==> config.mk <==
export PLATFORM = sky130hd
export DESIGN_NAME = sprite_motion_ctrl
export DESIGN_NICKNAME = d
export VERILOG_FILES = /design/src/rtl/sprite_motion_ctrl_pkg.sv /design/src/rtl/sprite_axis_step.sv /design/src/rtl/sprite_motion_ctrl.sv
export SDC_FILE = /design/constraint.sdc
export NUM_CORES = 1
export LEC_CHECK = 0
export ABC_AREA = 0
export BUFFER_PORTS_ARGS = -buffer_cell sky130_fd_sc_hd__buf_2
export CAP_MARGIN = 20
export CORE_MARGIN = 3
export CORE_UTILIZATION = 55
export CTS_CLUSTER_SIZE = 10
export DETAILED_ROUTE_END_ITERATION = 6
export PLACE_DENSITY = 0.81
export SYNTH_ARGS = -nofsm -noshare
export SYNTH_HDL_FRONTEND = slang
export SYNTH_SLANG_ARGS = --single-unit
==> constraint.sdc <==
create_clock -name CLK -period 9.7 [get_ports CLK]
set_input_delay 0.97 -clock CLK [delete_from_list [all_inputs] [get_ports CLK]]
set_output_delay 0.97 -clock CLK [all_outputs]
set_load 0.005 [all_outputs]
==> src/rtl/sprite_motion_ctrl_pkg.sv <==
// Shared geometry defaults and FSM encoding for the sprite motion controller.
package sprite_motion_ctrl_pkg;

   localparam int SCREEN_W_DEF   = 640;
   localparam int SCREEN_H_DEF   = 480;
   localparam int SPRITE_WID_DEF = 40;
   localparam int SPRITE_HGT_DEF = 40;

   typedef enum logic [2:0] {
      ST_IDLE   = 3'd0,
      ST_WAIT   = 3'd1,
      ST_CALC_X = 3'd2,
      ST_CALC_Y = 3'd3,
      ST_COMMIT = 3'd4
   } state_t;

endpackage

==> src/rtl/sprite_axis_step.sv <==
// One-axis move with edge reflection; shared between X and Y by the controller.
module sprite_axis_step (
   input  logic [9:0] pos,
   input  logic       dir,
   input  logic [3:0] step,
   input  logic [9:0] lim,
   output logic [9:0] npos,
   output logic       ndir
);

   logic [10:0] sum;

   assign sum = {1'b0, pos} + {7'd0, step};

   // A zero step freezes the axis even when parked on a limit.
   always_comb begin
      npos = pos;
      ndir = dir;
      if (step != 4'd0) begin
         if (pos > lim) begin
            npos = lim;
            ndir = 1'b0;
         end else if (dir) begin
            if (sum >= {1'b0, lim}) begin
               npos = lim;
               ndir = 1'b0;
            end else begin
               npos = sum[9:0];
            end
         end else begin
            if (pos <= {6'd0, step}) begin
               npos = 10'd0;
               ndir = 1'b1;
            end else begin
               npos = pos - {6'd0, step};
            end
         end
      end
   end

endmodule

==> src/rtl/sprite_motion_ctrl.sv <==
// Per-frame sprite mover: X then Y through one step unit, committed atomically.
module sprite_motion_ctrl
   import sprite_motion_ctrl_pkg::*;
#(
   parameter int SCREEN_W   = SCREEN_W_DEF,
   parameter int SCREEN_H   = SCREEN_H_DEF,
   parameter int SPRITE_WID = SPRITE_WID_DEF,
   parameter int SPRITE_HGT = SPRITE_HGT_DEF,
   parameter int INIT_X     = 0,
   parameter int INIT_Y     = 0
) (
   input  logic       CLK,
   input  logic       RESET_N,
   input  logic [8:0] RASTER_Y,
   input  logic       ENABLE,
   input  logic [3:0] STEP_X,
   input  logic [3:0] STEP_Y,
   input  logic [3:0] FRAME_DIV,
   input  logic       BLINK_EN,
   output logic [9:0] SPRITE_ORIGIN_OFFSET_X,
   output logic [8:0] SPRITE_ORIGIN_OFFSET_Y,
   output logic       VISIBLE,
   output logic       DIR_X,
   output logic       DIR_Y,
   output logic       BOUNCE
);

   localparam logic [9:0] LIM_X  = 10'(SCREEN_W - SPRITE_WID);
   localparam logic [9:0] LIM_Y  = 10'(SCREEN_H - SPRITE_HGT);
   localparam logic [9:0] X_INIT = 10'(INIT_X);
   localparam logic [8:0] Y_INIT = 9'(INIT_Y);

   state_t     state, state_nxt;
   logic       vbl, vbl_q, tick;
   logic [3:0] div_cnt;
   logic       div_hit;
   logic       go, sel_y, ld_x, ld_y, commit;
   logic [9:0] sh_x;
   logic [8:0] sh_y;
   logic       sh_dx, sh_dy;
   logic [9:0] su_pos, su_lim, su_npos;
   logic [3:0] su_step;
   logic       su_dir, su_ndir;

   assign vbl     = (RASTER_Y == 9'(SCREEN_H));
   assign tick    = vbl & ~vbl_q;
   assign div_hit = (div_cnt == FRAME_DIV);

   always_ff @(posedge CLK or negedge RESET_N) begin
      if (!RESET_N) state <= ST_IDLE;
      else          state <= state_nxt;
   end

   always_comb begin
      state_nxt = state;
      case (state)
         ST_IDLE:   if (ENABLE) state_nxt = ST_WAIT;
         ST_WAIT: begin
            if (!ENABLE)              state_nxt = ST_IDLE;
            else if (tick && div_hit) state_nxt = ST_CALC_X;
         end
         ST_CALC_X: state_nxt = ST_CALC_Y;
         ST_CALC_Y: state_nxt = ST_COMMIT;
         ST_COMMIT: state_nxt = ENABLE ? ST_WAIT : ST_IDLE;
         default:   state_nxt = ST_IDLE;
      endcase
   end

   always_comb begin
      go     = (state == ST_WAIT) && ENABLE && tick;
      ld_x   = (state == ST_CALC_X);
      ld_y   = (state == ST_CALC_Y);
      sel_y  = ld_y;
      commit = (state == ST_COMMIT);
   end

   assign su_pos  = sel_y ? {1'b0, SPRITE_ORIGIN_OFFSET_Y} : SPRITE_ORIGIN_OFFSET_X;
   assign su_dir  = sel_y ? DIR_Y  : DIR_X;
   assign su_step = sel_y ? STEP_Y : STEP_X;
   assign su_lim  = sel_y ? LIM_Y  : LIM_X;

   sprite_axis_step u_step (
      .pos  (su_pos),
      .dir  (su_dir),
      .step (su_step),
      .lim  (su_lim),
      .npos (su_npos),
      .ndir (su_ndir)
   );

   // vbl_q starts high so a reset released inside vblank does not fire a tick.
   always_ff @(posedge CLK or negedge RESET_N) begin
      if (!RESET_N) begin
         vbl_q   <= 1'b1;
         div_cnt <= 4'd0;
      end else begin
         vbl_q <= vbl;
         if (go) div_cnt <= div_hit ? 4'd0 : div_cnt + 4'd1;
      end
   end

   always_ff @(posedge CLK or negedge RESET_N) begin
      if (!RESET_N) begin
         sh_x  <= X_INIT;
         sh_dx <= 1'b1;
         sh_y  <= Y_INIT;
         sh_dy <= 1'b1;
      end else begin
         if (ld_x) begin
            sh_x  <= su_npos;
            sh_dx <= su_ndir;
         end
         if (ld_y) begin
            sh_y  <= su_npos[8:0];
            sh_dy <= su_ndir;
         end
      end
   end

   always_ff @(posedge CLK or negedge RESET_N) begin
      if (!RESET_N) begin
         SPRITE_ORIGIN_OFFSET_X <= X_INIT;
         SPRITE_ORIGIN_OFFSET_Y <= Y_INIT;
         VISIBLE                <= 1'b1;
         DIR_X                  <= 1'b1;
         DIR_Y                  <= 1'b1;
         BOUNCE                 <= 1'b0;
      end else begin
         BOUNCE <= 1'b0;
         if (commit) begin
            SPRITE_ORIGIN_OFFSET_X <= sh_x;
            SPRITE_ORIGIN_OFFSET_Y <= sh_y;
            DIR_X                  <= sh_dx;
            DIR_Y                  <= sh_dy;
            BOUNCE                 <= (sh_dx != DIR_X) || (sh_dy != DIR_Y);
            VISIBLE                <= VISIBLE ^ BLINK_EN;
         end
      end
   end

endmodule

# Word level (Yosys, flattened, before mapping)
# Cells that the tools add are included.
# totals
register_bits	52
inputBits	25
out_inout_bits	23
elab_cells	60
# op_classes
addsub	3
n_lt_le_gt_ge	3
n_eq_ne	10
n_mux	21
bitwise_logic	3
n_reduce_logical	7
# ops
operator	count
$mux W10	7
$pmux W3 S5	1
$add A10 B4 Y11	1
$ge A11 B10 Y1	1
$gt A10 B10 Y1	1
$le A10 B4 Y1	1
$sub A10 B4 Y10	1
$eq A9 B9 Y1 const B	1
$mux W3	3
$mux W1	8
$mux W4	2
$eq A3 B2 Y1 const B	2
$add A4 B1 Y4 const B	1
$eq A4 B4 Y1	1
$reduce_bool A4 Y1	1
$eq A3 B1 Y1 const B	1
$eq A3 B3 Y1 const B	1
$logic_and A1 B1 Y1	3
$logic_not A3 Y1	1
$ne A3 B3 Y1 const B	1
$ne A1 B1 Y1	2
$ne A2 B2 Y1 const B	1
$reduce_and A2 Y1	1
$and A1 B1 Y1	1
3 further kinds	3

# Depth between registers and ports, before layout
# Gate-level depths: netlist of the first run.
# logic_depth
depth_word	8
depth_mapped	21
ltp_nobuf	18

# Cells and area by module
# From an unflattened synthesis of the first run, not the netlist that was laid out.
# unflattened
cells_unflattened	422
area_unflattened_um2	3843.7
# modules_own_cells
module	instances	cells_each	area_each_um2	seq_area_each_um2
sprite_motion_ctrl	1	212	2296.0	1308.8
sprite_axis_step	1	210	1547.7	0.0

# Worst setup path before layout of the first run
# No wires, ideal clock.
# synth_path
kind	register to register
start	register state[2]
end	register sh_x[6]
setup_ns	0.134
arrival_ns	4.412
path_slack_ns	5.154
path_stages_with_launch	21
period_less_slack_ns	4.546
cell_sequence	dfrtp_1 -> nand3b_4 -> buf_2 -> buf_2 -> buf_1 -> buf_1 -> nand2_1 -> nand2_1 -> ha_1 -> or3b_1 -> a31oi_1 -> o21ai_0 -> xor2_1 -> mux2i_1 -> ha_1 -> nand2_1 -> or2_2 -> a211o_1 -> and3_1 -> o311ai_2 -> a21oi_1
# synth_via
elab_cells_between_ends	17
# synth_lines
element	line_no	rtl
start, declared	sprite_motion_ctrl.sv:33	state_t state, state_nxt;
start signal, assigned	sprite_motion_ctrl.sv:51	else state <= state_nxt;
$eq A3 B2 Y1 (*)	sprite_motion_ctrl.sv:72	ld_y = (state == ST_CALC_Y);
$mux W10 (*)	sprite_motion_ctrl.sv:80	assign su_lim = sel_y ? LIM_Y : LIM_X;
net su_lim[6]	sprite_motion_ctrl.sv:41	logic [9:0] su_pos, su_lim, su_npos;
$ge A11 B10 Y1	sprite_axis_step.sv:24	if (sum >= {1'b0, lim}) begin
$mux W10	sprite_axis_step.sv:24	
$mux W10	sprite_axis_step.sv:23	end else if (dir) begin
$mux W10 (*)	sprite_axis_step.sv:20	if (pos > lim) begin
$mux W10 (*)	sprite_axis_step.sv:19	if (step != 4'd0) begin
end signal, assigned	sprite_motion_ctrl.sv:110	sh_x <= su_npos;
end, declared	sprite_motion_ctrl.sv:38	logic [9:0] sh_x;
# Mark *: on every way through the listed nets, which the timed path passes. The rest lies on a longest branch.
# A chain may end at the register's enable or synchronous reset.

# Worst setup path after layout of the first run
# layout_path
start	register state[2]
end	register sh_y[8]
# layout_via
elab_chain_len	8
elab_cells_between_ends	16
# layout_lines
element	line_no	rtl
$eq A3 B2 Y1 (*)	sprite_motion_ctrl.sv:72	
$mux W10 / $mux W4 (equally long branches)	sprite_motion_ctrl.sv:77, sprite_motion_ctrl.sv:79	
$add A10 B4 Y11	sprite_axis_step.sv:13	assign sum = {1'b0, pos} + {7'd0, step};
$ge A11 B10 Y1	sprite_axis_step.sv:24	
$mux W10	sprite_axis_step.sv:24	
$mux W10	sprite_axis_step.sv:23	
$mux W10	sprite_axis_step.sv:20	
$mux W10	sprite_axis_step.sv:19	
end signal, assigned	sprite_motion_ctrl.sv:114	sh_y <= su_npos[8:0];
end, declared	sprite_motion_ctrl.sv:39	logic [8:0] sh_y;
# Every way passes the cells marked *; elsewhere a longest branch is shown, timed or not.

==> results_dict.tcl, run 1 <==
set metrics [dict create \
    coreArea_mm2 0.00639 \
    cts_max_path_buffers 2 \
    post_drt_via_cell_ratio 6.37 \
    synth_compound_area_share_pct 19.3 \
    synth_simple_gate_area_share_pct 20.7 \
    hold_violations 0 \
    clock-skew-final_ns 0.00633 \
    wl_met1_um 4450 \
    yosysTopAreaCell "dfrtp_1" \
    grt_usage_pct 26.5 \
    synth_area_mm2 0.00364 \
    switching_share_pct 24.1 \
    clkTransAtPathRegs_ns 0.09 \
    cts_tree "built" \
    ys.flop_type "dfrtp_1" \
    hold_class "reg -> reg" \
    max_freq_mhz 180 \
    powerDensity_mw_per_mm2 94.1 \
    routedWlPerCell_um 18.9 \
    num_rows 29 \
    synth_top_family_by_area "simple AND/OR/NAND/NOR gates" \
    min_delay_path_depth 2 \
    chipWidth_um 87.3 \
    cts-buffers-inserted 5 \
    ys_seq_area_share_pct 36.0 \
    dp_hpwl_um 7360 \
    post-route-min-period_ns 5.56 \
    seqPwrFrac_pct 58.1 \
    drt-total-wl_um 9940 \
    grt_pass1_vias 3141 \
    grt_max_degree 53 \
    die_h_um 87.3 \
    power_leakage_nw 1.94 \
    syn_area_per_cell_um2 8.85 \
    num-nets-final 490 \
    ys_seq_elements 52 \
    synthMuxAreaShare_pct 10.7 \
    remaining_drc_errors 0 \
    highest_layer "met4" \
    slew_headroom_pct 41.2 \
    placed_cell_area_mm2 0.00392 \
    p_sw_w 0.0000908 \
    critPathArrivalTime_ns 5.72 \
    synth_xor_area_share_pct 3.37 \
    num_vias 3351 \
    worstSkewPairLatency_ns 0.31 \
    drive_above_1_share_pct 22.3 \
    synthArstFlopShare_pct 100 \
    ir_drop_mv 0.0696 \
    yosysUniqueCellTypes 63 \
    grt_pass1_wl_um 15600 \
    antenna_found_initial 0 \
    ios 48 \
    rsz0062_at_grt "no" \
    cp-end-kind "flop" \
    dr.first_iter.drc_count 361 \
    tns_ns 0 \
    synth_warnings 0 \
    ctsResizeCount 0 \
    worstSetupPathType "reg -> reg" \
    worstSetupStartpointType "flop" \
    fin_crit_sh_pct 57.4 \
    overflow 0 \
    numPortBuffers 47 \
    crit_fanout 45 \
    wl_met2_um 4570 \
    synthAdderAreaFrac_pct 6.26 \
    root_buffer "clkbuf_8" \
    p_clk_share_pct 34.8 \
    post-route-cell-area_mm2 0.00401 \
    wl_met3_um 623 \
    netlist.area_leader.share_pct 31.6 \
    final_common_cell "nand2_1" \
    status "finished clean" \
    cts.sinks 52 \
    gp_congestion 0.950 \
    drv_cap 0 \
    synth_nets 453 \
    synth-edff-count 0 \
    ff2ff_path_depth 16 \
    cts_setup_buffers 0 \
    dr.pass1.iters 5 \
    synth.area.top_cells "dfrtp_1 32%, mux2_2 7.4%, nand2_1 5.3%" \
    worst_ep_required_time_ns 9.86 \
    setup_viol 0 \
    syn_inst 411 \
    internal-power_w 0.000287 \
    area_growth_pct 10.2 \
    cts-hold-fix-buffers 0 \
    final_cell_mix "51 x nand2_1, 47 x buf_2, 46 x dfrtp_1, 28 x o21ai_0, 25 x nor2_1" \
    diodes 0 \
    maxSlewViolCount 0 \
    start_util_pct 57.0 \
    antenna_left 0 \
    die_area_mm2 0.00763 \
    tightest_slew_ns 0.880 \
    htree_num_levels 2 \
    p_comb_share_pct 7.0 \
]
## flip-flops by register name (all words and copies together) (netlist names)
register                flops
state                       3
DIR_X                       1
sh_dx                       1
VISIBLE                     1
sh_x                       10
sh_y                        9
SPRITE_ORIGIN_OFFSET_X     10
BOUNCE                      1
vbl_q                       1
DIR_Y                       1
SPRITE_ORIGIN_OFFSET_Y      9
div_cnt                     4
sh_dy                       1
## critical path: stages (launching register included)
cell and delay, ns:
dfrtp_1 0.47, nand3b_4 0.55, inv_2 0.64, mux2i_1 0.33
ha_1 0.36, or3b_1 0.40, a31oi_1 0.44, o21ai_0 0.19
xor2_1 0.22, mux2i_1 0.11, ha_1 0.20, a21oi_1 0.18
o22ai_1 0.09, nor2_1 0.16, nand2_1 0.16, o41ai_1 0.69
o221ai_1 0.20
## metal layers
| metal | up-vias | global-route usage, % |
|---|---|---|
| met3 | 29 | 4.35 |
| met5 | - | 0 |
| met2 | 155 | 41.8 |
| met1 | 1592 | 36.4 |
| met4 | 0 | 10.6 |
| li1 | 1575 | - |
## layout make-up
class,count,area (um2)
Clock buffer,7,86.3
Clock inverter,1,7.51
Fill cell,571,2380
Inverter,14,52.6
Multi-Input combinational cell,325,2200
Sequential cell,52,1310
Tap cell,77,96.3
Timing Repair Buffer,50,258
## stage by stage
step / hold slack (ns) / power [W] / utilization (%) / worst slack, ns / cells
after global placement: 0.459 / 0.000249 / 61.3 / 4.46 / 518
after CTS: 0.490 / 0.000380 / 62.8 / 4.29 / 526
after floorplan: 0.443 / 0.000236 / - / 5.15 / 411
after global routing: 0.499 / 0.000390 / 62.8 / 3.71 / 526
after detailed placement: 0.469 / 0.000250 / 61.3 / 4.33 / 518
final: 0.484 / 0.000377 / 62.8 / 4.14 / 526
## kinds of logic after synthesis
kind of cell    after synthesis
mux                          36
flops                        52
simple gates                149
xor+xnor                     14
buf+inv                      34
fa+ha+maj                    17
compound gates              109
## cells in the mapped netlist (all sizes together), types with 6 or more instances
library cell  count
ha               15
dfrtp            46
xor2              7
nand2b            7
mux2i            12
clkbuf           13
inv              14
nor2             25
buf               7
o21ai            31
a31oi            16
a21oi            22
nand3            12
or3               7
mux2             24
dfstp             6
xnor2             7
o31ai             9
nand2            51
nor3              9
## power by group through the flow
| stage | Clock (W) | Sequential, W | Combinational [W] |
|---|---|---|---|
| after floorplan | 0 | 0.000223 | 0.0000130 |
| after global placement | 0 | 0.000223 | 0.0000256 |
| after detailed placement | 0 | 0.000224 | 0.0000264 |
| after CTS | 0.000134 | 0.000219 | 0.0000265 |
| after global routing | 0.000141 | 0.000220 | 0.0000297 |
| final | 0.000131 | 0.000219 | 0.0000265 |
## worst paths after layout
kind / startpoint / end / slack, ns
worst min-delay path: sh_x[0]$_DFFE_PN0P_ / sh_x[0]$_DFFE_PN0P_ / 0.48
worst max-delay path: state[2]$_DFFE_PN0P_ / sh_y[8]$_DFFE_PN0P_ / 4.14
worst min register to register: sh_x[0]$_DFFE_PN0P_ / sh_x[0]$_DFFE_PN0P_ / 0.48
max in group asynchronous: RESET_N / SPRITE_ORIGIN_OFFSET_X[0]$_DFFE_PN0P_ / 8.50
min in group asynchronous: RESET_N / SPRITE_ORIGIN_OFFSET_X[5]$_DFFE_PN0P_ / 0.76
worst max register to register: state[2]$_DFFE_PN0P_ / sh_y[8]$_DFFE_PN0P_ / 4.14
Note: power is estimated with default switching activity, not from simulation.
==> inputs of run 2 (changes only) <==
--- a/config.mk
+++ b/config.mk
@@ -5,11 +5,11 @@
 export SDC_FILE = /design/constraint.sdc
 export NUM_CORES = 1
 export LEC_CHECK = 0
-export ABC_AREA = 0
+export ABC_AREA = 1
 export BUFFER_PORTS_ARGS = -buffer_cell sky130_fd_sc_hd__buf_2
 export CAP_MARGIN = 20
 export CORE_MARGIN = 3
-export CORE_UTILIZATION = 55
+export CORE_UTILIZATION = 53
 export CTS_CLUSTER_SIZE = 10
 export DETAILED_ROUTE_END_ITERATION = 6
 export PLACE_DENSITY = 0.81
==> constraint.sdc (replaced) <==
create_clock -name CLK -period 5.1 [get_ports CLK]
set_input_delay 0.51 -clock CLK [delete_from_list [all_inputs] [get_ports CLK]]
set_output_delay 0.51 -clock CLK [all_outputs]
set_load 0.005 [all_outputs]
==> run 2 against run 1 <==
- cell count up 25%
- utilization is 0.57 points higher
- synthesized cell count rose by 25%
- combinational power increased to 70 times the previous value
- highest routed layer unchanged
- routed wire length decreased by 7.7%
- largest power group is now combinational logic
- sequential cell count did not move
- critical path depth grew 7
- critical path type unchanged
- clock power rose by 84%
- power rose to 7.5 times the previous value
- via count is 6.3% higher
- maximum frequency up 33%
==> results_dict.tcl, run 2 <==
set metrics [dict create \
    coreArea_mm2 0.00657 \
    dr.first_iter.drc_count 275 \
    drt-total-wl_um 9170 \
    die_h_um 89.9 \
    area_growth_pct 11.6 \
    placed_cell_area_mm2 0.00404 \
    routedWlPerCell_um 14.0 \
    ys_seq_elements 52 \
    post-route-cell-area_mm2 0.00416 \
    yosysUniqueCellTypes 41 \
    synth.area.top_cells "dfrtp_1 31%, nand2_1 16%, inv_1 5.6%" \
    num-nets-final 604 \
    crit_path_frequent_cell "nand2_1" \
    critPathArrivalTime_ns 4.45 \
    slowest_delay_ns 0.54 \
    worstSetupStartpointType "flop" \
    synthTopCellsByCount "155 x nand2_1, 56 x inv_1, 46 x dfrtp_1, 45 x nor2_1, 38 x nand3_1" \
    synth_nets 555 \
    cts_max_path_buffers 2 \
    remaining_drc_errors 0 \
    worst_ep_required_time_ns 5.36 \
    critPathBufInv 3 \
    ir_drop_mv 0.349 \
    fin_crit_sh_pct 82.3 \
    slew_headroom_pct 56.8 \
    rsz0062_at_grt "no" \
    reg_top3 "SPRITE_ORIGIN_OFFSET_X x10, sh_x x10" \
    cts-hold-fix-buffers 0 \
    tightest_slew_ns 0.648 \
    netlist.area_leader.share_pct 30.9 \
    dr.pass1.iters 5 \
    final_cell_mix "155 x nand2_1, 56 x inv_1, 47 x buf_2, 46 x dfrtp_1, 45 x nor2_1" \
    clock-skew-final_ns 0.00887 \
    cts.sinks 52 \
    final_common_cell "nand2_1" \
    num_rows 29 \
    ys.flop_type "dfrtp_1" \
    cts-buffers-inserted 5 \
    cpLargestDelayFamily "simple AND/OR/NAND/NOR gates" \
    synth_warnings 0 \
    crit_fanout 17 \
    setup_viol 0 \
    cts_tree "built" \
    power_leakage_nw 2.23 \
    gp_congestion 0.966 \
    crit_slowest_cell "dfrtp_1" \
    root_buffer "clkbuf_8" \
    grt_pass1_vias 3321 \
    cp-end-kind "flop" \
    grt_usage_pct 22.8 \
    worstSetupPathType "reg -> reg" \
    yosysMostFrequentCell "nand2_1" \
    max_freq_mhz 238 \
    num-fill-cells 554 \
    ys_seq_area_share_pct 35.1 \
    antenna_left 0 \
    htree_num_levels 2 \
    ctsResizeCount 0 \
    clkTransAtPathRegs_ns 0.09 \
    numPortBuffers 47 \
    worstSkewPairLatency_ns 0.31 \
    dp_hpwl_um 7040 \
    status "finished clean" \
    num_vias 3562 \
    start_util_pct 56.8 \
    die_area_mm2 0.00807 \
    cts_setup_buffers 0 \
    syn_area_per_cell_um2 7.27 \
    post-route-min-period_ns 4.20 \
    syn_inst 513 \
    ios 48 \
    post_drt_via_cell_ratio 5.43 \
    synthArstFlopShare_pct 100 \
    grt_max_degree 53 \
    crit_chain "nand2_2 > nor2_4 > buf_4 > nand2_2 > o21ai_2 > inv_1 > ha_1 > fa_1 > nand3_1 > nand2_1 > nand3_1 > xor2_1 > inv_1 > ha_1 > a21oi_1 > nand2_1 > nand2_1 > nand2_4 > nand2_2 > nand4_1 > nand2_1 > nand2_1 > nand2_1" \
    synth-edff-count 0 \
    overflow 0 \
    tns_ns 0 \
    diodes 0 \
    synth_area_mm2 0.00373 \
    drive_above_1_share_pct 20.4 \
    ff2ff_setup_slack_ns 0.90 \
    hold_class "in -> async" \
    powerDensity_mw_per_mm2 678 \
    maxSlewViolCount 0 \
    grt_pass1_wl_um 15300 \
    yosysTopAreaCell "dfrtp_1" \
    antenna_found_initial 0 \
    chipWidth_um 89.9 \
    hold_violations 0 \
    drv_cap 0 \
]
-- run 2: changes by cell type in the layout (fill, tap and decap cells not counted), moves of 13 or more --
cell | before | now
nand2_1 | 51 | 155
inv_1 | 12 | 56
nand3_1 | 12 | 38
nor2_1 | 25 | 45
mux2_2 | 24 | 10
nand2_2 | 0 | 13
-- run 2: area by class of cell --
type	count	area [um2]	share of cell area (%)
clock buffers	5	68.8	1.65
clock inverters	3	22.5	0.541
inverters	61	229	5.50
multi-input cells	389	2110	50.8
flip-flops and latches	52	1310	31.5
well taps	93	116	2.80
repair buffers	53	300	7.22
-- run 2: per-stage QoR --
stage	setup slack [ns]	std cells	util (%)	power [W]	hold WS, ns
2_1_floorplan	1.67	513	-	0.00207	0.214
3_3_place_gp	1.08	647	61.5	0.00250	0.460
3_5_place_dp	1.00	647	61.5	0.00253	0.466
4_1_cts	0.967	655	62.9	0.00278	0.318
5_1_grt	0.516	656	63.3	0.00307	0.348
6_report	0.902	656	63.3	0.00282	0.295
-- run 2: final timing paths --
| kind | startpoint | to | cells past startpoint |
|---|---|---|---|
| max | state[0]$_DFFE_PN0P_ | sh_x[0]$_DFFE_PN0P_ | 23 |
| max reg2reg | state[0]$_DFFE_PN0P_ | sh_x[0]$_DFFE_PN0P_ | 23 |
| min reg2reg | sh_y[3]$_DFFE_PN0P_ | sh_y[3]$_DFFE_PN0P_ | 2 |
| max in group asynchronous | RESET_N | sh_x[2]$_DFFE_PN0P_ | 2 |
| min | RESET_N | div_cnt[2]$_DFFE_PN0P_ | 2 |
| min in group CLK | RASTER_Y[6] | vbl_q$_DFF_PN1_ | 3 |
-- run 2: where the power goes --
group	total (W)	internal, W	leakage, nW	switching, W
clock	0.000241	0.0000985	0.0485	0.000143
combinational	0.00185	0.000653	1.55	0.00119
sequential	0.000731	0.000593	0.635	0.000138
-- run 2: cells by family after synthesis --
group / after synthesis / share of synthesized area, %
compound gates: 64 / 10.1
xor+xnor: 12 / 2.82
fa+ha+maj: 17 / 6.11
buf+inv: 72 / 8.29
flops: 52 / 35.1
mux: 10 / 3.02
simple gates: 286 / 34.6
-- run 2: routing by layer --
metal  routed length [um]  vias to the layer above  GRT usage (%)
met5                    0                        -              0
met4                  149                        0           6.89
met3                  526                       12           2.67
met2                 4290                      152           37.3
met1                 4210                     1652           31.9
li1                     -                     1746              -
-- run 2: worst reg2reg max path, cell delays in order (launching register included) --
cell and delay [ns]:
dfrtp_1 0.54, nand2_2 0.13, nor2_4 0.25, buf_4 0.31, nand2_2 0.08, o21ai_2 0.10, inv_1 0.09, ha_1 0.24
fa_1 0.42, nand3_1 0.10, nand2_1 0.14, nand3_1 0.13, xor2_1 0.24, inv_1 0.07, ha_1 0.29, a21oi_1 0.14
nand2_1 0.09, nand2_1 0.17, nand2_4 0.10, nand2_2 0.11, nand4_1 0.11, nand2_1 0.16, nand2_1 0.07, nand2_1 0.06
